**src/rtl/pipe_hazard_unit.sv**
```systemverilog
// Hazard detection, operand forwarding and pipeline control for the q1-q5 core:
// load-use stalls, data-memory wait freezes, redirect flushes and perf counters.
module pipe_hazard_unit #(
    parameter int XLEN        = 32,
    parameter int NRS         = 3,
    parameter int FLUSH_DEPTH = 2,
    parameter int CNT_W       = 16,
    parameter int MEM_TIMEOUT = 255
) (
    input  logic                  clk,
    input  logic                  rst_n,
    input  logic [NRS*5-1:0]      rs_q2,
    input  logic [NRS-1:0]        rs_used_q2,
    input  logic [NRS*5-1:0]      rs_q3,
    input  logic [NRS*XLEN-1:0]   op_q3,
    input  logic [4:0]            rd_q3,
    input  logic [4:0]            rd_q4,
    input  logic [4:0]            rd_q5,
    input  logic                  wr_en_q3,
    input  logic                  wr_en_q4,
    input  logic                  wr_en_q5,
    input  logic                  load_q3,
    input  logic                  load_q4,
    input  logic                  mem_req_q3,
    input  logic                  mem_ready,
    input  logic [XLEN-1:0]       result_q4,
    input  logic [XLEN-1:0]       result_q5,
    input  logic                  redirect_q4,
    input  logic                  cnt_clr,
    output logic [NRS*XLEN-1:0]   fwd_op,
    output logic [NRS*2-1:0]      fwd_sel,
    output logic                  stall_fe,
    output logic                  bubble_ex,
    output logic                  freeze,
    output logic                  bubble_wb,
    output logic [2:0]            flush,
    output logic [CNT_W-1:0]      stall_cnt,
    output logic [CNT_W-1:0]      flush_cnt,
    output logic                  mem_timeout_err
);

    localparam int WAIT_W = $clog2(MEM_TIMEOUT + 1);
    localparam logic [WAIT_W-1:0] TIMEOUT_V = WAIT_W'(MEM_TIMEOUT);
    localparam logic [2:0] FLUSH_MASK = 3'((4'd1 << FLUSH_DEPTH) - 4'd1);

    typedef enum logic {RUN, MEM_WAIT} state_t;

    state_t            state, state_next;
    logic [WAIT_W-1:0] wait_cnt, wait_next;
    logic              load_use;
    logic              redirect_act;
    logic              timeout_hit;

    // q4 may only forward ALU results; load data becomes available from q5
    always_comb begin
        fwd_op  = op_q3;
        fwd_sel = '0;
        for (int i = 0; i < NRS; i++) begin
            if (wr_en_q4 && !load_q4 && rd_q4 != 5'd0 && rd_q4 == rs_q3[i*5 +: 5]) begin
                fwd_op[i*XLEN +: XLEN] = result_q4;
                fwd_sel[i*2 +: 2]      = 2'b01;
            end else if (wr_en_q5 && rd_q5 != 5'd0 && rd_q5 == rs_q3[i*5 +: 5]) begin
                fwd_op[i*XLEN +: XLEN] = result_q5;
                fwd_sel[i*2 +: 2]      = 2'b10;
            end
        end
    end

    always_comb begin
        load_use = 1'b0;
        for (int i = 0; i < NRS; i++) begin
            if (rs_used_q2[i] && rs_q2[i*5 +: 5] == rd_q3)
                load_use = 1'b1;
        end
        load_use = load_use && load_q3 && wr_en_q3 && rd_q3 != 5'd0;
    end

    always_comb begin
        state_next = state;
        wait_next  = wait_cnt;
        freeze     = 1'b0;
        case (state)
            RUN: begin
                if (mem_req_q3 && !mem_ready) begin
                    freeze     = 1'b1;
                    state_next = MEM_WAIT;
                    wait_next  = WAIT_W'(1);
                end else begin
                    wait_next = '0;
                end
            end
            MEM_WAIT: begin
                if (mem_ready) begin
                    state_next = RUN;
                    wait_next  = '0;
                end else begin
                    freeze = 1'b1;
                    if (wait_cnt != TIMEOUT_V)
                        wait_next = wait_cnt + 1'b1;
                end
            end
            default: state_next = RUN;
        endcase
    end

    // freeze outranks redirect, which outranks the load-use stall
    assign timeout_hit  = freeze && (wait_next == TIMEOUT_V);
    assign redirect_act = redirect_q4 && !freeze;
    assign flush        = redirect_act ? FLUSH_MASK : 3'b000;
    assign stall_fe     = load_use && !freeze && !redirect_q4;
    assign bubble_ex    = stall_fe;
    assign bubble_wb    = freeze;

    always_ff @(posedge clk or negedge rst_n) begin
        if (!rst_n) begin
            state    <= RUN;
            wait_cnt <= '0;
        end else begin
            state    <= state_next;
            wait_cnt <= wait_next;
        end
    end

    always_ff @(posedge clk or negedge rst_n) begin
        if (!rst_n) begin
            stall_cnt       <= '0;
            flush_cnt       <= '0;
            mem_timeout_err <= 1'b0;
        end else if (cnt_clr) begin
            stall_cnt       <= '0;
            flush_cnt       <= '0;
            mem_timeout_err <= 1'b0;
        end else begin
            if ((stall_fe || freeze) && stall_cnt != {CNT_W{1'b1}})
                stall_cnt <= stall_cnt + 1'b1;
            if (redirect_act && flush_cnt != {CNT_W{1'b1}})
                flush_cnt <= flush_cnt + 1'b1;
            if (timeout_hit)
                mem_timeout_err <= 1'b1;
        end
    end

endmodule

```
**config.mk**
```make
export PLATFORM = sky130hd
export DESIGN_NAME = pipe_hazard_unit
export DESIGN_NICKNAME = d
export VERILOG_FILES = /design/src/rtl/pipe_hazard_unit.sv
export SDC_FILE = /design/constraint.sdc
export NUM_CORES = 1
export LEC_CHECK = 0
export CAP_MARGIN = 40
export CELL_PAD_IN_SITES_DETAIL_PLACEMENT = 2
export CELL_PAD_IN_SITES_GLOBAL_PLACEMENT = 2
export CORE_ASPECT_RATIO = 1.25
export CORE_MARGIN = 1.5
export CORE_UTILIZATION = 19
export CTS_CLUSTER_SIZE = 40
export DETAILED_ROUTE_END_ITERATION = 16
export PLACE_DENSITY = 0.95
export RECOVER_POWER = 100
export SLEW_MARGIN = 10
export SYNTH_ARGS = -nofsm -noshare
export SYNTH_HDL_FRONTEND = slang
export SYNTH_SLANG_ARGS = --single-unit
```
**constraint.sdc**
```tcl
create_clock -name clk -period 7.9 [get_ports clk]
set_input_delay 1.975 -clock clk [delete_from_list [all_inputs] [get_ports clk]]
set_output_delay 1.975 -clock clk [all_outputs]
set_load 0.02 [all_outputs]
```
==> metrics.csv <==
stage,metric,value,unit
synthesis,synth_fp_nets,868,
routing,vias,6453,
synthesis,synth.distinct_cells,54,
cells_and_area,final_common_cell,clkdlybuf4s50_1,
clock_network,ctsHoldBuffers,0,
worst_setup_path,start_kind,input port,
clock_network,clk_pin_slew,0.06,ns
worst_setup_path,critPathKind,in2out,
cells_and_area,multi_input_area,3580,um2
floorplan,fp.coreArea,25300,um2
placed_design,preCtsSetupSlack,0.931,ns
job,maxCapViolCount,1,
status,violations,"capacitance limit, slew limit",
synthesis,yosysWarnings,0,
power_and_ir_drop,combPwrFrac,44.0,%
worst_setup_path,crit_required,5.93,ns
clock_network,clk_path_buf_depth,2,
cells_and_area,final_cell_mix,"clkdlybuf4s50_1 (222), dlygate4sd3_1 (136), nand2_1 (117)",
cells_and_area,layout.nets,1197,
global_routing,grt_pass1_wl,43900,um
power_and_ir_drop,pwr-share-seq,26.9,%
synthesis,yosysTopAreaCell,dfrtp_1,
sta,post-route-min-period,7.41,ns
synthesis,syn_area,4910,um2
power_and_ir_drop,total_power,820,uW
min_path,worstHoldPathType,reg2reg,
cells_and_area,final_area,8980,um2
power_and_ir_drop,power_density,91.4,nW/um2
placed_design,gp_congestion,0.859,
worst_setup_path,worstPathArrival,5.44,ns
clock_network,htree_levels,2,
routing,dr.pass1.iters,4,
synthesis,syn_inst,646,
sta,grt_setup_unrepaired,no,
cells_and_area,drive_gt1_share,2.36,%
routing,wire_per_inst,22.7,um
power_and_ir_drop,clkPwrFrac,29.1,%
placed_design,portBuffers,359,
power_and_ir_drop,sw_frac_of_total,32.6,%
synthesis,avgSynthCellArea,7.60,um2
sta,timing.hold.ws,0.539,ns
clock_network,clock_latency,0.29,ns
power_and_ir_drop,p_leak,3.12,nW
sta,setup_ws,0.485,ns
synthesis,yosysSeqAreaShare,21.4,%
global_routing,grt_max_degree,67,
cells_and_area,fillCellCount,2807,
floorplan,ios,361,
sta,timing.final.crit_share,93.9,%
global_routing,use_met2,39.4,%
global_routing,gr-usage-met3,5.15,%
routing,remaining_drc_errors,0,
sta,finalClockSkew,0.00871,ns
clock_network,cts.sinks,42,
global_routing,grt_use_met1,23.1,%
floorplan,die_w,147,um
sta,report.final.slew_viol_count,34,
floorplan,die-area,26800,um2
floorplan,fp.dieH,183,um
power_and_ir_drop,peakVddDrop,116,uV
sta,hold_viol_final,0,
global_routing,grt_pass1_vias,7320,
placed_design,placed_cell_area,8850,um2
clock_network,tritoncts,yes,
cells_and_area,area_delta_synth_final,82.8,%
routing,via_per_inst,4.91,
sta,maxSlewHeadroom,-28.8,%
sta,finalSetupTns,0,ns
floorplan,initial_core_util,19.4,%
clock_network,cts_made_buffers,5,
clock_network,post_cts_resize_count,0,
routing,routed_wl,29800,um
power_and_ir_drop,intPower,553,uW
placed_design,hpwl,24800,um
floorplan,rows,65,
power_and_ir_drop,netSwitchingPower,267,uW
routing,drt_iter0_markers,168,
sta,tightest_slew,1.93,ns
worst_setup_path,cp_max_fo,33,
synthesis,yosys-top-cells-area,"dfrtp_1 (21%), mux2i_1 (20%), o21ai_1 (9.0%)",
sta,finalSetupViolCount,0,
status,outcome,"complete, but fails checks",
synthesis,synth_top_area_share,21.4,%
global_routing,overflow,0,
global_routing,track_usage,21.2,%
synthesis,ys_ff_latch,42,
routing,ant_nets,0,
clock_network,cts_setup_buffers,0,
clock_network,cts_root_buf,clkbuf_16,
cells_and_area,ff_latch_area,1050,um2
global_routing,busiest_layer,met2,
global_routing,antenna_found_initial,6,
sta,fmax,135,MHz
worst_setup_path,crit_path_end_kind,output port,
final timing paths:
| kind | from | end | cells after the start | slack, ns |
|---|---|---|---|---|
| setup / recovery | rd_q5[2] | fwd_op[66] | 8 | 0.49 |
| hold / removal | mem_timeout_err | mem_timeout_err | 1 | 0.54 |
| setup reg to reg | state | stall_cnt[7] | 7 | 5.04 |
| hold reg to reg | mem_timeout_err | mem_timeout_err | 1 | 0.54 |
| max in group asynchronous | rst_n | flush_cnt[10] | 2 | 4.00 |
| min in group asynchronous | rst_n | stall_cnt[0] | 1 | 1.68 |
metrics by stage:
step / utilization [%] / cells
2_1_floorplan: - / 646
3_3_place_gp: 34.9 / 1301
3_5_place_dp: 35.0 / 1302
4_1_cts: 35.6 / 1310
5_1_grt: 35.5 / 1312
6_report: 35.5 / 1315
cells in the mapped netlist, drive strengths merged:
cell and number:
o311a 1, ha 3, nand3b 1, xnor2 35
o31ai 12, nand4 9, a41oi 1, or3b 1
nor3b 1, nand2 117, o21a 1, buf 34
nor4 8, a21oi 18, a41o 1, and3 10
a22o 1, nor2b 5, o21ai 100, nand2b 3
clkbuf 14, mux2i 98, nand3 21, and4 2
nor3 7, dfrtp 42, or4 14, inv 7
a32oi 1, o22ai 1, conb 1, a2111oi 2
nor2 29, and2 1, o41ai 1, or4b 1
a311oi 1, a31oi 4, or3 3, o21bai 3
a211oi 2, xor2 29
final cells by class:
class                   instances  area share (%)
flip-flops and latches         42            11.7
clock inverters                 1           0.334
multi-input cells             549            39.9
well taps                     335            4.67
clock buffers                   7            1.48
diodes                          4           0.111
inverters                       7           0.293
repair buffers                370            41.5
per-layer routing:
metal,up-vias,wire [um]
li1,2953,-
met1,3166,11400
met2,277,15100
met3,53,2220
met4,4,1060
met5,-,23
cell families (layout without fill, tap and decap cells):
| family | Yosys count | in the layout | share of synthesized area, % |
|---|---|---|---|
| AO/OA/AOI/OAI | 150 | 150 | 17.6 |
| XOR/XNOR | 64 | 64 | 11.4 |
| adder cells (fa/ha/maj) | 3 | 3 | 0.764 |
| buffers and inverters | 55 | 385 | 5.48 |
| flip-flops | 42 | 42 | 21.4 |
| multiplexers | 98 | 98 | 20.0 |
| other | 1 | 5 | 0.0763 |
| AND/OR/NAND/NOR | 233 | 233 | 23.3 |
sequential cells by signal, indices dropped and copies added (netlist names):
register and count:
stall_cnt 16, flush_cnt 16, wait_cnt 8, state 1
mem_timeout_err 1
power groups by stage:
stage | Combinational, mW | Clock, mW | Sequential, mW
3_5_place_dp | 0.380 | 0 | 0.225
4_1_cts | 0.382 | 0.242 | 0.221
6_report | 0.361 | 0.239 | 0.220
2_1_floorplan | 0.137 | 0 | 0.226
5_1_grt | 0.382 | 0.248 | 0.221
3_3_place_gp | 0.365 | 0 | 0.224
worst max-delay path, stage by stage:
cell,delay (ns)
clkdlybuf4s50_1,0.53
or4_1,0.54
o21ai_0,0.73
nor4_4,0.11
buf_4,0.35
mux2i_1,0.20
o21ai_1,0.26
dlygate4sd3_1,0.72
Note: power is estimated with default switching activity, not from simulation.
==> patch 1: new RTL, same flow settings <==
Change the parameter `NRS` from 3 to 2.
--- a/src/rtl/pipe_hazard_unit.sv
+++ b/src/rtl/pipe_hazard_unit.sv
@@ -2,7 +2,7 @@
 // load-use stalls, data-memory wait freezes, redirect flushes and perf counters.
 module pipe_hazard_unit #(
     parameter int XLEN        = 32,
-    parameter int NRS         = 3,
+    parameter int NRS         = 2,
     parameter int FLUSH_DEPTH = 2,
     parameter int CNT_W       = 16,
     parameter int MEM_TIMEOUT = 255
Interface: changed (6 resized); port bits go from 361 to 284. No check against the original RTL was run, so the function may have changed too.
==> patch 1 against the unedited design <==
  * The run still ends with max-capacitance violations, max-slew violations left
  * Synthesized cell count shrank 18%
  * Via count shrank 20%
  * First-iteration DRC count shrank 29%
  * Sequential cell count is the same
  * Area after synthesis shrank 17%
  * Critical endpoint is now fwd_op[54]
  * Utilization shrank 0.31 points
  * Setup slack gained 37 ps
  * Wire length shrank 28%
  * Global-route usage shrank 2.5 points
  * Cell area shrank 18%
  * Final cell count shrank 18%
  * Power shrank 12%
==> patch 1: results (changes against the unedited design) <==
[outcome]
outcome = finished, violations left
violations = max-capacitance violations, max-slew violations

[global_routing]
grt_first_pass_wirelength_mm = 32.8  ; -25%
antenna_found_initial = 8  ; +2
grt_use_total_pct = 18.7  ; -2.5 points
grt_start_max_net_pins = 52  ; -22%

[detailed_routing]
wl_per_cell_um = 20.0  ; -12%
vias = 5143  ; -20%
wirelength_mm = 21.5  ; -28%

[synth]
syn_nets = 708  ; -18%
synth.distinct_cells = 49  ; -9.3%
synth_common_cells = 84 x nand2_1, 73 x o21ai_0, 67 x mux2i_1, 44 x nor2_1, 42 x dfrtp_1
syn_avg_cell_area_um2 = 7.67  ; +0.87%
ys_seq_area_share_pct = 25.9  ; +4.5 points

[place]
place_congestion = 0.846  ; -1.5%
placed_cell_area_mm2 = 0.00720  ; -19%
io_buffers = 282  ; -21%

[timing]
finClkSkew_ps = 2.30  ; -6.40 ps
finalMaxSlewViolations = 27  ; -21%
worst_pin_slew_ps = 1510  ; -425 ps
holdWs_ps = 552  ; +12.9 ps

[layout]
n_fill_cell = 2319  ; -17%
final_core_util_pct = 35.2  ; -0.31 points
postLayoutCellArea_mm2 = 0.00735  ; -18%
layout-drive-gt1-share_pct = 3.53  ; +1.2 points

[setup_path]
reg2reg_depth = 6  ; -1
crit_path_max_incr_delay_ps = 760  ; +30 ps

[run]
maxCapViolCount = 1  ; unchanged

-- patch 1: critical path: cells and delay by family --
family / cells / cell delay (ps)
buffers and inverters: 4 / 2300
AND/OR/NAND/NOR: 3 / 860
AO/OA/AOI/OAI: 2 / 240
-- patch 1: logic make-up (layout without fill, tap and decap cells) --
kind of cell             after synthesis  count (layout)
multiplexers                          77              77
other                                  1               7
AND/OR/NAND/NOR                      217             217
adder cells (fa/ha/maj)                3               3
buffers and inverters                 44             308
XOR/XNOR                              40              40
AO/OA/AOI/OAI                        105             105
flip-flops                            42              42
-- patch 1: layer usage --
metal	vias up	share of wire, %
met5	-	0.17
met4	6	2.0
met3	27	8.1
met2	215	51
met1	2500	39
li1	2395	-
-- patch 1: report_power, final --
part / total (W) / internal (W) / switching, W
combinational: 0.000256 / 0.000140 / 0.000116
clock: 0.000244 / 0.000156 / 0.0000879
sequential: 0.000222 / 0.000218 / 0.00000393
==> patch 2: new RTL, same flow settings <==
Made on the original files. Reset style: synchronous (`rst_n`), changed in 2 clocked blocks.
--- a/src/rtl/pipe_hazard_unit.sv
+++ b/src/rtl/pipe_hazard_unit.sv
@@ -111,7 +111,7 @@
     assign bubble_ex    = stall_fe;
     assign bubble_wb    = freeze;
 
-    always_ff @(posedge clk or negedge rst_n) begin
+    always_ff @(posedge clk) begin
         if (!rst_n) begin
             state    <= RUN;
             wait_cnt <= '0;
@@ -121,7 +121,7 @@
         end
     end
 
-    always_ff @(posedge clk or negedge rst_n) begin
+    always_ff @(posedge clk) begin
         if (!rst_n) begin
             stall_cnt       <= '0;
             flush_cnt       <= '0;
Behaviour: differs if rst_n is asserted again (counterexample within 4 cycles, from zero or initial values and one cycle with rst_n low); with rst_n held inactive, the same outputs for 10 cycles.
==> patch 2 against the unedited design <==
  * The run still ends with max-capacitance violations, max-slew violations left
  * Power fell by 4.1%
  * Clock skew down 4.1 ps
  * Wire length rose by 8.5%
  * Cell area fell by 2.3%
  * First-iteration DRC count is 28% lower
  * Sequential cell count stayed put
  * Register-to-register slack worse by 660 ps
  * Area after synthesis shrank 2.2%
  * Setup slack better by 210 ps
  * Critical endpoint is now fwd_op[73]
  * Largest cell class unchanged
==> patch 2: results (changes against the unedited design) <==
[outcome]
outcome = finished, violations left
violations = max-capacitance violations, max-slew violations

[detailed_routing]
vias = 6384  ; -1.1%
wirelength_mm = 32.4  ; +8.5%
drt-initial-drc-count = 121  ; -28%

[setup_path]
cp_max_fo = 62  ; +88%
arrival_ps = 5230  ; -210 ps
crit_slowest_cell = nor4_1

[cts]
postCtsSetupBuffers = 0  ; unchanged

[place]
post-dp-hpwl_mm = 27.0  ; +8.8%
place_ws_ps = 924  ; -7.56 ps
place_congestion = 0.934  ; +8.7%

[synth]
synth_common_cells = 101 x mux2i_1, 90 x nand2_1, 77 x nor2_1, 60 x o21ai_1, 45 x xnor2_1
ys_seq_area_share_pct = 17.5  ; -3.9 points
synth_area_leaders = mux2i_1 21%, dfxtp_1 17%, xnor2_1 8.2%, nand2_1 7.0%, o21ai_1 6.2%
synth.distinct_cells = 57  ; +5.6%

[power_and_ir_drop]
power_leakage_nw = 2.98  ; -4.6%
ir_drop_uv = 93.0  ; -20%
power.internal_w = 0.000522  ; -5.6%

[global_routing]
antenna_found_initial = 24  ; +18
grt_use_total_pct = 23.9  ; +2.7 points
grt_first_pass_wirelength_mm = 47.8  ; +8.8%
gr-usage-met1_pct = 24.6  ; +1.4 points
grt_pass1_vias = 7267  ; -0.72%
met3_usage_pct = 8.99  ; +3.8 points

[layout]
nNetsFinal = 1196  ; -0.084%
layout-drive-gt1-share_pct = 3.18  ; +0.82 points
n_fill_cell = 2796  ; -0.39%

[timing]
finalMaxSlewViolations = 12  ; -65%
setup-tns-final_ps = 0  ; unchanged
relSlewSlack_pct = -33.7  ; -4.9 points

[run]
maxCapViolCount = 1  ; unchanged

[hold_path]
hold_class = flip-flop to flip-flop

patch 2: kinds of logic (layout without fill, tap and decap cells):
kind of cell	Yosys count	count (layout)	synth area share (%)
mux	101	101	21.0
buf+inv	47	382	6.38
other cells	1	19	0.0780
flops	42	42	17.5
compound gates	129	129	15.3
simple gates	246	246	26.0
fa+ha+maj	3	3	0.781
xor+xnor	71	71	12.9
patch 2: cell type report:
| class | count | share of cell area, % |
|---|---|---|
| repair buffers | 368 | 42.0 |
| clock inverters | 1 | 0.0570 |
| inverters | 6 | 0.257 |
| multi-input cells | 551 | 41.3 |
| clock buffers | 7 | 1.63 |
| well taps | 330 | 4.71 |
| diodes | 18 | 0.513 |
| flip-flops and latches | 42 | 9.58 |
patch 2: power groups by stage:
stage               logic (W)  registers [W]  clock network (W)
floorplan            0.000138       0.000219                  0
global placement     0.000363       0.000219                  0
detailed placement   0.000375       0.000219                  0
CTS                  0.000377       0.000214           0.000218
global route         0.000379       0.000214           0.000222
finish               0.000358       0.000214           0.000215
patch 2: stage by stage:
stage / cells / utilization, % / power [W] / cell area [um2] / hold WS, ps
after floorplan: 640 / - / 0.000357 / 4810 / 524
after global placement: 1297 / 35.0 / 0.000582 / 8630 / 464
after detailed placement: 1297 / 35.0 / 0.000594 / 8630 / 493
after CTS: 1305 / 35.6 / 0.000809 / 8780 / 512
after global routing: 1319 / 35.5 / 0.000815 / 8760 / 545
final: 1323 / 35.6 / 0.000787 / 8770 / 503
patch 2: worst reg2reg max path, delay by kind of cell (launching register included):
| kind | cells | cell delay (ps) |
|---|---|---|
| and+or+nand+nor | 4 | 1080 |
| DFF | 1 | 460 |
| AOI/OAI and AO/OA | 2 | 1900 |
patch 2: path summary, 6_finish.rpt:
check	cells after the start	endpoint	start	slack, ps
setup reg to reg	6	stall_cnt[10]	stall_cnt[6]	4380
hold reg to reg	2	stall_cnt[9]	stall_cnt[9]	500
setup / recovery	8	fwd_op[73]	rd_q4[2]	690
hold / removal	2	stall_cnt[9]	stall_cnt[9]	500
patch 2: layer usage:
metal  up-vias  wire length [um]
met2       286             16200
met1      3093             11800
met5         -                57
li1       2924                 -
met3        71              2980
met4        10              1380
